--- src/rtl/div_iter.sv ---
// Iterative restoring divider, RADIX_BITS quotient bits per cycle; stop rises WIDTH/RADIX_BITS+2 edges after accept (1 for div-by-zero/overflow).
// Start is a level held until stop; busy stalls the EX stage; cancel flushes back to IDLE without touching the outputs.
module div_iter #(
  parameter int WIDTH      = 32,
  parameter int RADIX_BITS = 1
) (
  input  logic             clk,
  input  logic             rst,
  input  logic             div_start_i,
  input  logic             div_cancel_i,
  input  logic             div_op1_signed_i,
  input  logic             div_op2_signed_i,
  input  logic [WIDTH-1:0] div_op1_i,
  input  logic [WIDTH-1:0] div_op2_i,
  output logic             div_busy_o,
  output logic             div_stop_o,
  output logic [WIDTH-1:0] div_res_o,
  output logic [WIDTH-1:0] div_rem_o
);

  localparam int N  = WIDTH / RADIX_BITS;
  localparam int CW = $clog2(N) + 1;
  localparam logic [CW-1:0]    L_LAST = CW'(N - 1);
  localparam logic [WIDTH-1:0] L_MIN  = {1'b1, {(WIDTH-1){1'b0}}};

  typedef enum logic [2:0] {
    S_IDLE,
    S_PREP,
    S_CALC,
    S_FIX,
    S_DONE
  } state_t;

  state_t           r_state;
  logic [WIDTH-1:0] r_op1;
  logic [WIDTH-1:0] r_op2;
  logic             r_s1;
  logic             r_s2;
  logic             r_neg_q;
  logic             r_neg_r;
  logic [WIDTH-1:0] r_rem;
  logic [WIDTH-1:0] r_quo;
  logic [WIDTH-1:0] r_div;
  logic [CW-1:0]    r_cnt;
  logic             r_busy;
  logic             r_stop;
  logic [WIDTH-1:0] r_res;
  logic [WIDTH-1:0] r_remo;

  logic             w_neg1;
  logic             w_neg2;
  logic [WIDTH-1:0] w_abs1;
  logic [WIDTH-1:0] w_abs2;
  logic             w_div_zero;
  logic             w_ovf;
  logic [WIDTH:0]   w_part;
  logic [WIDTH-1:0] w_rem;
  logic [WIDTH-1:0] w_quo;

  assign w_neg1     = r_s1 & r_op1[WIDTH-1];
  assign w_neg2     = r_s2 & r_op2[WIDTH-1];
  assign w_abs1     = w_neg1 ? -r_op1 : r_op1;
  assign w_abs2     = w_neg2 ? -r_op2 : r_op2;
  assign w_div_zero = (r_op2 == '0);
  assign w_ovf      = r_s1 & r_s2 & (r_op1 == L_MIN) & (r_op2 == '1);

  // The dividend is shifted out of r_quo while quotient bits shift in behind it.
  always_comb begin
    w_rem  = r_rem;
    w_quo  = r_quo;
    w_part = '0;
    for (int i = 0; i < RADIX_BITS; i++) begin
      w_part = {w_rem, w_quo[WIDTH-1]};
      w_quo  = {w_quo[WIDTH-2:0], 1'b0};
      if (w_part >= {1'b0, r_div}) begin
        w_part   = w_part - {1'b0, r_div};
        w_quo[0] = 1'b1;
      end
      w_rem = w_part[WIDTH-1:0];
    end
  end

  always_ff @(posedge clk) begin
    if (rst) begin
      r_state <= S_IDLE;
      r_op1   <= '0;
      r_op2   <= '0;
      r_s1    <= 1'b0;
      r_s2    <= 1'b0;
      r_neg_q <= 1'b0;
      r_neg_r <= 1'b0;
      r_rem   <= '0;
      r_quo   <= '0;
      r_div   <= '0;
      r_cnt   <= '0;
      r_busy  <= 1'b0;
      r_stop  <= 1'b0;
      r_res   <= '0;
      r_remo  <= '0;
    end else if (div_cancel_i && (r_state != S_IDLE)) begin
      r_state <= S_IDLE;
      r_busy  <= 1'b0;
      r_stop  <= 1'b0;
    end else begin
      case (r_state)
        S_IDLE: begin
          if (div_start_i && !div_cancel_i) begin
            r_op1   <= div_op1_i;
            r_op2   <= div_op2_i;
            r_s1    <= div_op1_signed_i;
            r_s2    <= div_op2_signed_i;
            r_busy  <= 1'b1;
            r_state <= S_PREP;
          end
        end
        S_PREP: begin
          if (w_div_zero) begin
            r_res   <= '1;
            r_remo  <= r_op1;
            r_busy  <= 1'b0;
            r_stop  <= 1'b1;
            r_state <= S_DONE;
          end else if (w_ovf) begin
            r_res   <= r_op1;
            r_remo  <= '0;
            r_busy  <= 1'b0;
            r_stop  <= 1'b1;
            r_state <= S_DONE;
          end else begin
            r_rem   <= '0;
            r_quo   <= w_abs1;
            r_div   <= w_abs2;
            r_neg_q <= w_neg1 ^ w_neg2;
            r_neg_r <= w_neg1;
            r_cnt   <= '0;
            r_state <= S_CALC;
          end
        end
        S_CALC: begin
          r_rem <= w_rem;
          r_quo <= w_quo;
          r_cnt <= r_cnt + CW'(1);
          if (r_cnt == L_LAST) begin
            r_state <= S_FIX;
          end
        end
        S_FIX: begin
          r_res   <= r_neg_q ? -r_quo : r_quo;
          r_remo  <= r_neg_r ? -r_rem : r_rem;
          r_busy  <= 1'b0;
          r_stop  <= 1'b1;
          r_state <= S_DONE;
        end
        S_DONE: begin
          if (!div_start_i) begin
            r_stop  <= 1'b0;
            r_state <= S_IDLE;
          end
        end
        default: begin
          r_busy  <= 1'b0;
          r_stop  <= 1'b0;
          r_state <= S_IDLE;
        end
      endcase
    end
  end

  assign div_busy_o = r_busy;
  assign div_stop_o = r_stop;
  assign div_res_o  = r_res;
  assign div_rem_o  = r_remo;

endmodule

--- config.mk ---
export PLATFORM = sky130hd
export DESIGN_NAME = div_iter
export DESIGN_NICKNAME = d
export VERILOG_FILES = /design/src/rtl/div_iter.sv
export SDC_FILE = /design/constraint.sdc
export NUM_CORES = 1
export LEC_CHECK = 0
export CAP_MARGIN = 10
export CORE_UTILIZATION = 43
export CTS_CLUSTER_SIZE = 10
export DETAILED_ROUTE_END_ITERATION = 8
export PLACE_DENSITY = 0.67
export SYNTH_ARGS = -nofsm -noshare
export SYNTH_HDL_FRONTEND = slang
export SYNTH_SLANG_ARGS = --single-unit
--- constraint.sdc ---
create_clock -name clk -period 8.7 [get_ports clk]
set_input_delay 1.74 -clock clk [delete_from_list [all_inputs] [get_ports clk]]
set_output_delay 1.74 -clock clk [all_outputs]
set_load 0.01 [all_outputs]
**After elaboration in Yosys (flattened, before gate mapping)**

Index checks and enable logic that the tools add are counted.

- Add/subtract/negate cells: 6
- $lt $le $gt $ge: 1
- Equality and inequality tests: 13
- Mux-type cells: 35
- Bitwise operators: 11
- Reductions and logical operators: 18

Operator list:

| kind | number |
|---|---|
| two-way mux 32 bit | 13 |
| one-hot mux 32 bit (2 select lines) | 4 |
| negation 32 bit | 4 |
| == test 32 bit (second input constant) | 2 |
| >= comparator 33 x 32 -> 1 bit | 1 |
| logical NOT 32 bit | 1 |
| subtractor 32 bit | 1 |
| two-way mux 3 bit | 5 |
| one-hot mux 3 bit (5 select lines) | 1 |
| AND reduction 3 bit | 5 |
| two-way mux 6 bit | 2 |
| one-hot mux 6 bit (2 select lines) | 1 |
| inequality test 2 bit (second input constant) | 5 |
| AND reduction 4 bit | 2 |
| two-way mux 1 bit | 7 |
| adder 6 x 1 -> 6 bit (second input constant) | 1 |
| == test 3 x 2 -> 1 bit (second input constant) | 2 |
| == test 6 x 5 -> 1 bit (second input constant) | 1 |
| OR reduction 2 bit | 3 |
| AND 1 bit | 5 |
| inverter 1 bit | 5 |
| one-hot mux 1 bit (4 select lines) | 1 |
| nonzero test 2 bit | 2 |
| == test 3 x 1 -> 1 bit (second input constant) | 1 |
| 8 further kinds | 9 |

- Register bits: 239
- Logic and storage cells: 99

**Logic depth before layout (Yosys ltp)**

- Word-level depth: 6
- Depth in mapped cells: 14

**Worst setup path after synthesis**

OpenSTA, ideal clock, no wires.

- Kind: in2reg
- From: input port div_cancel_i
- To: register r_quo[10]
- Arrival time: 3121 ps
- Slack: 5508 ps
- Stages: 7
- Buffers on the path: 3
- Path through: clkbuf_1 -> nor2_1 -> or2_2 -> buf_2 -> buf_1 -> o211ai_1 -> a21oi_1

- Longest elaborated chain between the ends: 3

Ends and longest elaborated chain:

| what | line | source |
|---|---|---|
| start, declared | 10 | `input logic div_cancel_i,` |
| logical AND 1 bit | 100 | `end else if (div_cancel_i && (r_state != S_IDLE)) begin` |
| inverter 1 bit (no source line) | -- |  |
| AND reduction 4 bit (no source line) | -- |  |
| end signal, assigned | 131 | `r_quo <= w_abs1;` |
| end signal, assigned | 141 | `r_quo <= w_quo;` |
| end, declared | 42 | `logic [WIDTH-1:0] r_quo;` |

Every way passes these cells.
A chain may end at the register's enable or synchronous reset.

**Worst setup path after layout**

- From: input port div_cancel_i
- To: register r_cnt[4]

- Longest elaborated chain between the ends: 3

Ends and longest elaborated chain:

| what | line | source |
|---|---|---|
| logical AND 1 bit | 100 |  |
| inverter 1 bit (no source line) | -- |  |
| AND reduction 4 bit (no source line) | -- |  |
| end signal, assigned | 142 | `r_cnt <= r_cnt + CW'(1);` |
| end, declared | 44 | `logic [CW-1:0] r_cnt;` |

Every way passes these cells.

==> run summary <==
Final Hold Fails = 0
Max transition margin = 23.1%
Seq/Total Area, Yosys = 34.6%
Int Pwr = 2.00 mW
number of clock sinks = 239
Critical Path Source = div_cancel_i
WL/cell = 18.2 um
number of global-route vias before repair = 12.2k
post-CTS sizing = 0
sw power = 827 uW
Synth Register Bits = 239
crit-path cells = clkdlybuf4s50_1, nor2_1, nand2_1, nor3_4, buf_4, or2_2, nand4_1, xor2_1, nor2_1
Clock Path Buffers = 3
worst endpoint required time = 9150 ps
Placement Setup Slack = 4090 ps
area added between synthesis and finish = 16.7%
xor and xnor area share after synthesis = 9.43%
final setup margin = 4640 ps
hold_sp = div_res_o[3]$_SDFFE_PP0P_
EDFF count, synth = 0
Synth Instances = 1784
initial antenna violation count = 0
multiplexer area fraction after synthesis = 1.45%
FF/Latch Area = 4780 um^2
switching share of total power = 29.3%
Logic pwr share = 19.1%
fin. max-slew vios = 0
clock skew = 20.6 ps
Port Buffers = 135
critical path's largest stage delay = 640 ps
global route overflow = 0
fin util = 51.0%
half-perimeter wire length after placement = 28700 um
post-route cell area = 16100 um^2
Period Utilization, post-route = 46.7%
Starting Density = 43.7%
post-synth net total = 1893
register share of total power = 41.3%
r2r setup slk = 4650 ps
post-synthesis simple-gate area fraction = 20.7%
drc violations = 0
post-route ant nets = 0
worst path arrival time = 4510 ps
final net count = 1940
Die W = 181 um
Synth Area in Compound Gates = 24.7%
final std cells w/o fill = 2244
Synth cell types = 71
CP Class = in -> reg
Peak VDD IR = 0.144 mV
Max FO, Critical Path = 71
Total Routing Usage GR = 24.4%
Most Frequent Cell on Critical Path = nor2_1
drt first pass iters = 5
CTS tree = built
leakage = 5.89 nW
cts hold-fix bufs = 0
Clock Root Buffer = clkbuf_16
HP Class = reg -> reg
vias per cell = 5.83
largest net degree at the start of global routing = 108
clock network power share = 39.5%
io pins = 136
first-pass GRT wire length = 65700 um
final setup TNS = 0 ps
Setup-failing EPs final = 0
Worst-Margin Slew = 1150 ps
synthesized area = 13800 um^2
Worst-Skew Late Latency = 560 ps
CTS Buf Count = 29
Core ar. = 31600 um^2
Post-Route WL = 40800 um
RSZ-0062 raised after global routing = false
ys flop type = dfxtp_1
antenna fix cells = 0
Vias = 13.1k
die height = 181 um
Critical Path End Type = flip-flop
max_cap viols = 0
Syn Area/Cell = 7.76 um^2
Fmax achieved = 0.246 GHz
htree depth = 1
setup bufs post-CTS = 0
layout cells sized above 1 = 5.81%
# rows = 65
gp weighted congestion = 0.902
die area = 32900 um^2
yosys warns = 0
outcome = finished clean
Layout fillers = 3091
power density cells = 175 nW/um^2
clk slew on worst S/H paths = 60 ps
largest family of logic cells by synthesized area = compound AO/OA/AOI/OAI gates
Post-Synth Adder-Cell Area = 3.58%
crit start category = input port
Detailed Route Iter0 Violations = 945
minimum clock period = 4060 ps
Critical-path top delay cell = clkdlybuf4s50_1
r2r startpoint = r_op1[31]$_SDFFE_PP0P_
area of the multi-input gates = 8310 um^2
post-placement cell area = 15300 um^2
ys async rst share = 0%
Placed Cells = 2202
==> path summary, 6_finish.rpt <==
path	end	cells after the start
worst min-delay path	div_res_o[3]$_SDFFE_PP0P_	2
worst min register to register	div_res_o[3]$_SDFFE_PP0P_	2
worst max-delay path	r_cnt[4]$_SDFFE_PP0P_	9
worst max register to register	div_res_o[5]$_SDFFE_PP0P_	9
==> placed cells by master (no fill, tap or decap), drive strengths merged, types with 35 or more instances in the layout <==
master,n
clkdlybuf4s50,134
o211ai,35
ha,38
dfxtp,239
xnor2,84
nand2,303
a211oi,37
xor2,65
clkbuf,40
a21oi,196
o21ai,79
nor3,58
nor2,131
inv,54
==> cells by family (layout without fill, tap and decap cells) <==
logic type	count (synthesis)	in the layout
muxes	20	20
xor gates and xnor gates	149	149
DFF	239	239
and+or+nand+nor	630	630
AOI/OAI and AO/OA	516	516
buffers and inverters	191	249
adders and majority gates	39	39
==> per-layer routing <==
| metal | up-vias | GRT usage (%) | part of all wire, % |
|---|---|---|---|
| met2 | 473 | 37.9 | 44 |
| li1 | 6460 | - | - |
| met1 | 6061 | 34.3 | 47 |
| met5 | - | 0 | 0 |
| met4 | 0 | 7.97 | 2.9 |
| met3 | 84 | 4.25 | 6.9 |
==> final cells by class <==
cell class / count / share of cell area (%)
Clock buffer: 40 / 5.18
Clock inverter: 2 / 0.0852
Multi-Input combinational cell: 1354 / 51.5
Inverter: 53 / 1.23
Timing Repair Buffer: 154 / 9.26
Sequential cell: 239 / 29.6
Tap cell: 402 / 3.12
==> through the flow <==
step,total power [mW],hold WS (ps)
finish,2.83,450
global route,2.95,467
CTS,2.84,452
detailed placement,1.72,444
global placement,1.72,441
floorplan,1.57,446
==> registers in the layout, summed over array words and instances, names as in the netlist, 3 cells and up <==
name / flops
div_rem_o: 32
div_res_o: 32
r_cnt: 6
r_div: 32
r_op1: 32
r_op2: 32
r_quo: 32
r_rem: 32
r_state: 3
==> power groups by stage <==
| stage | combinational, mW | sequential (mW) | clock (mW) |
|---|---|---|---|
| final | 0.541 | 1.17 | 1.12 |
| after global placement | 0.530 | 1.19 | 0 |
| after detailed placement | 0.533 | 1.19 | 0 |
| after floorplan | 0.402 | 1.17 | 0 |
| after CTS | 0.536 | 1.17 | 1.13 |
| after global routing | 0.597 | 1.17 | 1.18 |
==> cell usage after synthesis (4+ instances only) <==
cell type | n | area, um^2
inv_1 | 53 | 199
o21ai_0 | 76 | 380
a21o_1 | 12 | 90.1
nor4_1 | 8 | 50.1
a221oi_2 | 13 | 195
or4_1 | 10 | 75.1
xnor2_1 | 84 | 736
a2111oi_0 | 5 | 43.8
o221ai_1 | 18 | 158
o41ai_1 | 15 | 131
a211oi_1 | 37 | 278
or2_2 | 9 | 56.3
a221oi_1 | 12 | 105
buf_2 | 21 | 105
clkbuf_1 | 101 | 379
a31oi_1 | 8 | 50.1
nor3_1 | 56 | 280
o311ai_0 | 4 | 35.0
o31ai_1 | 30 | 225
a22oi_1 | 7 | 52.6
a311oi_1 | 10 | 87.6
a21oi_1 | 195 | 976
nand2b_1 | 6 | 37.5
nor2_1 | 131 | 492
nor2b_1 | 5 | 31.3
mux2i_1 | 20 | 200
o21bai_1 | 8 | 60.1
and3_1 | 9 | 56.3
nand2_1 | 303 | 1140
xor2_1 | 65 | 569
o211ai_1 | 35 | 263
nand3_1 | 28 | 140
nand4_1 | 19 | 119
nor4_2 | 4 | 50.1
dfxtp_1 | 239 | 4780
or3_1 | 15 | 93.8
buf_1 | 11 | 41.3
and2_1 | 7 | 43.8
ha_1 | 38 | 475
==> critical path: cells and delay by family <==
family	cells	cell delay, ps
and+or+nand+nor	6	1390
xor gates and xnor gates	1	180
buffers and inverters	2	1190
Note: power is estimated with default switching activity, not from simulation.
